`src/rtl/rvv_retire_perf_monitor.sv`:
```
`default_nettype none
// +------------------------------------------------------------------------+
// | Module      : rvv_retire_perf_monitor                                  |
// | Description : RVV retire/decode performance counters, retire-width     |
// |               histogram, backpressure run tracking and retire protocol |
// |               checker. Histogram built only with RVV_PERF_MON_HIST_EN. |
// | Revision    : 1.0                                                      |
// +------------------------------------------------------------------------+
module rvv_retire_perf_monitor #(
    parameter int NUM_RT_UOP  = 4,
    parameter int NUM_DE_INST = 2,
    parameter int NUM_DE_UOP  = 6,
    parameter int CNT_W       = 32,
    parameter int RD_AW       = 5
) (
    input  logic                              clk,
    input  logic                              rst_n,
    input  logic                              start,
    input  logic                              stop,
    input  logic                              clear,
    input  logic                              halt_on_err,
    input  logic [NUM_RT_UOP-1:0]             rob2rt_write_valid,
    input  logic [NUM_RT_UOP-1:0]             rt2rob_write_ready,
    input  logic [NUM_DE_INST*NUM_DE_UOP-1:0] uop_valid_de2uq,
    input  logic [RD_AW-1:0]                  rd_addr,
    output logic [CNT_W-1:0]                  rd_data,
    output logic                              running,
    output logic                              err,
    output logic [$clog2(NUM_RT_UOP)-1:0]     err_slot,
    output logic [1:0]                        err_code
);

    localparam int               c_SLOT_W  = $clog2(NUM_RT_UOP);
    localparam int               c_NUM_UV  = NUM_DE_INST * NUM_DE_UOP;
    localparam int               c_UV_PW   = $clog2(c_NUM_UV + 1);
    localparam int               c_RT_PW   = $clog2(NUM_RT_UOP + 1);
    localparam int               c_SUM_W   = CNT_W + c_UV_PW;
    localparam logic [CNT_W-1:0] c_CNT_MAX = {CNT_W{1'b1}};

    localparam logic [1:0] c_S_IDLE = 2'd0;
    localparam logic [1:0] c_S_RUN  = 2'd1;
    localparam logic [1:0] c_S_HALT = 2'd2;

    logic [1:0]            r_state;
    logic [1:0]            w_state_nxt;
    logic [CNT_W-1:0]      r_slot_cnt [NUM_RT_UOP];
    logic [CNT_W-1:0]      r_stall_cnt;
    logic [CNT_W-1:0]      r_max_run;
    logic [CNT_W-1:0]      r_run_len;
    logic [CNT_W-1:0]      r_de_uop_cnt;
    logic [CNT_W-1:0]      r_run_cycles;
    logic [CNT_W-1:0]      r_rd_data;
    logic [NUM_RT_UOP-1:0] r_prev_valid;
    logic [NUM_RT_UOP-1:0] r_prev_fire;
    logic                  r_err;
    logic [c_SLOT_W-1:0]   r_err_slot;
    logic [1:0]            r_err_code;

    logic [NUM_RT_UOP-1:0] w_fire;
    logic [NUM_RT_UOP-1:0] w_drop;
    logic [NUM_RT_UOP-1:0] w_gap;
    logic                  w_stall;
    logic                  w_in_run;
    logic                  w_err_det;
    logic [c_RT_PW-1:0]    w_fire_pop;
    logic [c_UV_PW-1:0]    w_uv_pop;
    logic [c_SUM_W-1:0]    w_de_sum;
    logic [CNT_W-1:0]      w_de_nxt;
    logic [CNT_W-1:0]      w_run_len_nxt;
    logic [CNT_W-1:0]      w_rd_mux;
    logic [c_SLOT_W-1:0]   w_err_slot;

    function automatic logic [CNT_W-1:0] f_sat_inc(input logic [CNT_W-1:0] val, input logic inc);
        if (inc && (val != c_CNT_MAX)) return val + CNT_W'(1);
        return val;
    endfunction

    assign w_in_run = (r_state == c_S_RUN);
    assign w_fire   = rob2rt_write_valid & rt2rob_write_ready;
    assign w_stall  = |(rob2rt_write_valid & ~rt2rob_write_ready);
    assign w_drop   = r_prev_valid & ~r_prev_fire & ~rob2rt_write_valid;

    always_comb begin
        w_gap      = '0;
        w_fire_pop = '0;
        w_uv_pop   = '0;
        w_err_slot = '0;
        for (int i = 1; i < NUM_RT_UOP; i++)
            w_gap[i] = rob2rt_write_valid[i] & ~rob2rt_write_valid[i-1];
        for (int i = 0; i < NUM_RT_UOP; i++)
            w_fire_pop = w_fire_pop + c_RT_PW'(w_fire[i]);
        for (int i = 0; i < c_NUM_UV; i++)
            w_uv_pop = w_uv_pop + c_UV_PW'(uop_valid_de2uq[i]);
        // Scan downward so the lowest offending slot wins.
        for (int i = NUM_RT_UOP - 1; i >= 0; i--)
            if (w_drop[i] | w_gap[i]) w_err_slot = c_SLOT_W'(i);
    end

    assign w_err_det     = w_in_run & (|(w_drop | w_gap));
    assign w_run_len_nxt = w_stall ? f_sat_inc(r_run_len, 1'b1) : '0;
    assign w_de_sum      = {{c_UV_PW{1'b0}}, r_de_uop_cnt} + {{CNT_W{1'b0}}, w_uv_pop};
    assign w_de_nxt      = (w_de_sum > {{c_UV_PW{1'b0}}, c_CNT_MAX}) ? c_CNT_MAX : w_de_sum[CNT_W-1:0];

    always_comb begin
        w_state_nxt = r_state;
        if (clear) begin
            w_state_nxt = c_S_IDLE;
        end else begin
            case (r_state)
                c_S_IDLE: if (start) w_state_nxt = c_S_RUN;
                c_S_RUN: begin
                    if (w_err_det && halt_on_err) w_state_nxt = c_S_HALT;
                    else if (stop)                w_state_nxt = c_S_IDLE;
                end
                c_S_HALT: w_state_nxt = c_S_HALT;
                default:  w_state_nxt = c_S_IDLE;
            endcase
        end
    end

    always_ff @(posedge clk) begin
        if (!rst_n) r_state <= c_S_IDLE;
        else        r_state <= w_state_nxt;
    end

    always_ff @(posedge clk) begin
        if (!rst_n || clear) begin
            for (int i = 0; i < NUM_RT_UOP; i++) r_slot_cnt[i] <= '0;
            r_stall_cnt  <= '0;
            r_max_run    <= '0;
            r_run_len    <= '0;
            r_de_uop_cnt <= '0;
            r_run_cycles <= '0;
            r_prev_valid <= '0;
            r_prev_fire  <= '0;
            r_err        <= 1'b0;
            r_err_slot   <= '0;
            r_err_code   <= 2'b00;
        end else begin
            if (w_in_run) begin
                for (int i = 0; i < NUM_RT_UOP; i++)
                    r_slot_cnt[i] <= f_sat_inc(r_slot_cnt[i], w_fire[i]);
                r_stall_cnt  <= f_sat_inc(r_stall_cnt, w_stall);
                r_run_len    <= w_run_len_nxt;
                if (w_run_len_nxt > r_max_run) r_max_run <= w_run_len_nxt;
                r_de_uop_cnt <= w_de_nxt;
                r_run_cycles <= f_sat_inc(r_run_cycles, 1'b1);
                r_prev_valid <= rob2rt_write_valid;
                r_prev_fire  <= w_fire;
            end else begin
                // Outside RUN the history is blanked so re-entry never flags a stale drop.
                r_prev_valid <= '0;
                r_prev_fire  <= '0;
            end
            if (w_err_det && !r_err) begin
                r_err      <= 1'b1;
                r_err_slot <= w_err_slot;
                r_err_code <= {|w_gap, |w_drop};
            end
        end
    end

`ifdef RVV_PERF_MON_HIST_EN
    logic [CNT_W-1:0] r_hist [NUM_RT_UOP+1];

    always_ff @(posedge clk) begin
        if (!rst_n || clear) begin
            for (int k = 0; k <= NUM_RT_UOP; k++) r_hist[k] <= '0;
        end else if (w_in_run) begin
            for (int k = 0; k <= NUM_RT_UOP; k++)
                r_hist[k] <= f_sat_inc(r_hist[k], w_fire_pop == c_RT_PW'(k));
        end
    end
`endif

    always_comb begin
        w_rd_mux = '0;
        for (int i = 0; i < NUM_RT_UOP; i++)
            if (rd_addr == RD_AW'(i)) w_rd_mux = r_slot_cnt[i];
        if (rd_addr == RD_AW'(NUM_RT_UOP))     w_rd_mux = r_stall_cnt;
        if (rd_addr == RD_AW'(NUM_RT_UOP + 1)) w_rd_mux = r_max_run;
        if (rd_addr == RD_AW'(NUM_RT_UOP + 2)) w_rd_mux = r_de_uop_cnt;
        if (rd_addr == RD_AW'(NUM_RT_UOP + 3)) w_rd_mux = r_run_cycles;
`ifdef RVV_PERF_MON_HIST_EN
        for (int k = 0; k <= NUM_RT_UOP; k++)
            if (rd_addr == RD_AW'(NUM_RT_UOP + 4 + k)) w_rd_mux = r_hist[k];
`endif
    end

    // Read register ignores clear so a same-cycle read returns the pre-clear value.
    always_ff @(posedge clk) begin
        if (!rst_n) r_rd_data <= '0;
        else        r_rd_data <= w_rd_mux;
    end

    assign rd_data  = r_rd_data;
    assign running  = w_in_run;
    assign err      = r_err;
    assign err_slot = r_err_slot;
    assign err_code = r_err_code;

endmodule
`default_nettype wire

```
`config.mk`:
```
export PLATFORM = sky130hd
export DESIGN_NAME = rvv_retire_perf_monitor
export DESIGN_NICKNAME = d
export VERILOG_FILES = /design/src/rtl/rvv_retire_perf_monitor.sv
export SDC_FILE = /design/constraint.sdc
export NUM_CORES = 1
export LEC_CHECK = 0
export CAP_MARGIN = 20
export CORE_MARGIN = 2
export CORE_UTILIZATION = 60
export CTS_CLUSTER_DIAMETER = 30
export DETAILED_ROUTE_END_ITERATION = 7
export DONT_BUFFER_PORTS = 1
export GPL_TIMING_DRIVEN = 1
export PLACE_DENSITY_LB_ADDON = 0.15
export SLEW_MARGIN = 20
export SYNTH_ARGS = -nofsm -noshare
export SYNTH_HDL_FRONTEND = slang
export SYNTH_SLANG_ARGS = --single-unit
```
`constraint.sdc`:
```
create_clock -name clk -period 9.56 [get_ports clk]
set_input_delay 2.39 -clock clk [delete_from_list [all_inputs] [get_ports clk]]
set_output_delay 2.39 -clock clk [all_outputs]
set_load 0.02 [all_outputs]
```
==> flow_summary.yaml <==
pwr:
  peakVddDrop_mv: 0.211
  p_per_area_nw_per_um2: 200
  p_seq_share_pct: 35.0
  p_int_mw: 3.43
  p_sw_mw: 1.05
  comb_power_share_pct: 4.8
  clockPowerShare_pct: 60.1
  p_sw_share_pct: 23.5
  leakage_nw: 7.66
grt:
  grt-busiest-layer: "met2"
  gr-total-overflow: 0
  use_met3_pct: 7.19
  grt_pass1_vias: 16600
  grt_start_max_net_pins: 82
  met1_usage_pct: 48.2
  grt_pass1_wl_um: 91700
  track_usage_pct: 34.8
  use_met2_pct: 52.4
  antenna_found_initial: 0
synthesis:
  syn-mean-instance-area_um2: 8.63
  synth_cell_types: 86
  yosysWarningCount: 0
  syn_area_um2: 19500
  synthesis.nets: 2345
  synthCells: 2258
  synth_flop_cell: "dfxtp_1"
  async_flop_share_pct: 0
  synth_edf_count: 128
  ys_seq_area_share_pct: 41.0
  synth_seq_cells: 335
clock_tree:
  ctsHoldBuffers: 0
  cts_htree_levels: 3
  cts_tree: "done"
  cts_root_buffer: "clkbuf_16"
  clk_pin_slew_ns: 0.05
  cts_resized: 0
  cts_buffers: 78
  cts_sinks: 335
  clockBufferDepth: 3
  cts_setup_buffers: 0
  clk_latency_ns: 0.60
worst_setup_path:
  worstPathArrival_ns: 6.98
  worstSetupStartpointType: "input port"
  crit_required_ns: 10.02
  reg2reg_depth: 14
  endpoint_kind: "flop"
  path_class: "in -> reg"
  cp_max_fo: 22
  r2r_slack_ns: 4.32
finish:
  area_growth_syn_to_layout_pct: 14.9
  mostFrequentLayoutCells: "267 x nor2_1, 207 x dfxtp_1, 198 x nand2_1, 175 x o21ai_0, 164 x a21oi_1"
  fin_area_um2: 22400
  layout_commonest_cell: "nor2_1"
  nNetsFinal: 2320
  ff_latch_area_um2: 7990
  fillers: 2423
  antenna_cells: 0
  multi_input_area_um2: 10700
  final_util_pct: 70.4
  layout-drive-gt1-share_pct: 10.4
route:
  vias: 17900
  first_pass_iters: 6
  wl_per_cell_um: 21.8
  drc: 0
  routed_wl_um: 59500
  antenna_left: 0
  via_per_inst: 6.54
  drtIter0Drc: 2252
run:
  maxCapViolCount: 0
sta:
  rsz0062_at_grt: "no"
  setup_tns_ns: 0
  finalSetupViolations: 0
  worstMarginPinSlew_ns: 1.04
  relSlewSlack_pct: 30.7
  clock_skew_ns: 0.0276
  max_freq_mhz: 153
  fin_crit_sh_pct: 68.2
  final_hold_viol_count: 0
  period_minus_slack_ns: 6.52
  slew_viol_final: 0
  hold_ws_ns: 0.444
min_path:
  min_path_type: "reg -> reg"
  whs_path_depth: 1
run_status:
  outcome: "complete, no violations"
floorplanning:
  rows: 65
  die_height_um: 184
  die-area_um2: 33900
  core_region_area_um2: 31800
  start_util_pct: 61.3
  die_x_um: 184
  io_pins: 69
placed_design:
  port_buffers: 0
  hpwl_um: 40000
  gp_congestion: 0.950
  place_area_um2: 19700
[stage by stage]
step           std cells  total power [mW]  worst slack [ns]
5_1_grt             2730              4.60              2.80
2_1_floorplan       2258              1.74              3.02
6_report            2730              4.49              3.04
3_5_place_dp        2588              1.81              2.47
3_3_place_gp        2588              1.80              2.67
4_1_cts             2730              4.49              3.06
[per-layer routing]
metal	vias to the layer above	part of all wire, %
met1	8533	42
met3	151	10
met5	-	0
li1	8194	-
met2	976	44
met4	0	4.2
[critical path: stages]
cell,delay [ns]
fa_1,0.53
inv_1,0.06
fa_1,0.53
fa_1,0.44
fa_1,0.51
fa_1,0.18
inv_1,0.05
fa_1,0.40
a21o_1,0.20
a21oi_1,0.23
o21bai_1,0.25
a31oi_2,0.38
buf_4,0.34
nand2_1,0.11
o311ai_1,0.26
o31ai_1,0.10
[power groups by stage]
| stage | clock (mW) | combinational [mW] | sequential [mW] |
|---|---|---|---|
| 2_1_floorplan | 0 | 0.157 | 1.58 |
| 3_3_place_gp | 0 | 0.207 | 1.59 |
| 3_5_place_dp | 0 | 0.211 | 1.59 |
| 4_1_cts | 2.71 | 0.213 | 1.57 |
| 5_1_grt | 2.79 | 0.237 | 1.57 |
| 6_report | 2.70 | 0.217 | 1.57 |
[logic make-up after synthesis]
kind of cell,after synthesis,share of synthesized area (%)
AO/OA/AOI/OAI,582,19.1
flip-flops,335,41.0
XOR/XNOR,170,7.64
AND/OR/NAND/NOR,894,23.2
buffers and inverters,205,4.26
adder cells (fa/ha/maj),56,3.91
multiplexers,16,0.874
[cell usage after synthesis (11+ instances only)]
library cell / n / area (um2)
edfxtp_1: 128 / 3840
buf_2: 27 / 135
a22oi_1: 36 / 270
or3_1: 31 / 194
dfxtp_1: 207 / 4140
nor2_1: 268 / 1010
o221a_2: 16 / 180
and4_1: 30 / 263
xnor2_1: 74 / 648
nand4_1: 60 / 375
o21ai_0: 175 / 876
nor2b_1: 12 / 75.1
clkbuf_1: 93 / 349
a21oi_1: 165 / 826
o21a_1: 28 / 210
o211ai_1: 19 / 143
ha_1: 48 / 601
and2_1: 22 / 138
nor3_1: 28 / 140
and3_1: 57 / 357
xor2_1: 96 / 841
nand2_1: 199 / 747
a211oi_1: 15 / 113
a31oi_1: 23 / 144
nand2b_1: 11 / 68.8
nand3_1: 118 / 591
a221oi_1: 26 / 228
inv_1: 75 / 282
[registers in the layout (all words and copies together), names as in the netlist]
register and count:
r_state 2, r_stall_cnt 32, r_slot_cnt 128, err_code 2
r_prev_valid 4, r_max_run 32, r_prev_fire 4, r_run_cycles 32
r_de_uop_cnt 32, r_run_len 32, rd_data 32, err_slot 2
err 1
[cell type report]
| type | instances | share of cell area (%) |
|---|---|---|
| flip-flops and latches | 335 | 35.7 |
| clock buffers | 92 | 9.41 |
| repair buffers | 24 | 0.805 |
| well taps | 435 | 2.43 |
| inverters | 76 | 1.27 |
| clock inverters | 50 | 2.53 |
| multi-input cells | 1718 | 47.9 |
[worst paths after layout]
kind / from / to
worst min-delay path: r_state[1] / r_state[0]
worst max register to register: r_run_len[0] / r_max_run[13]
worst min register to register: r_state[1] / r_state[0]
worst max-delay path: uop_valid_de2uq[0] / r_de_uop_cnt[15]
No activity file was read; power rests on OpenSTA's default activity.
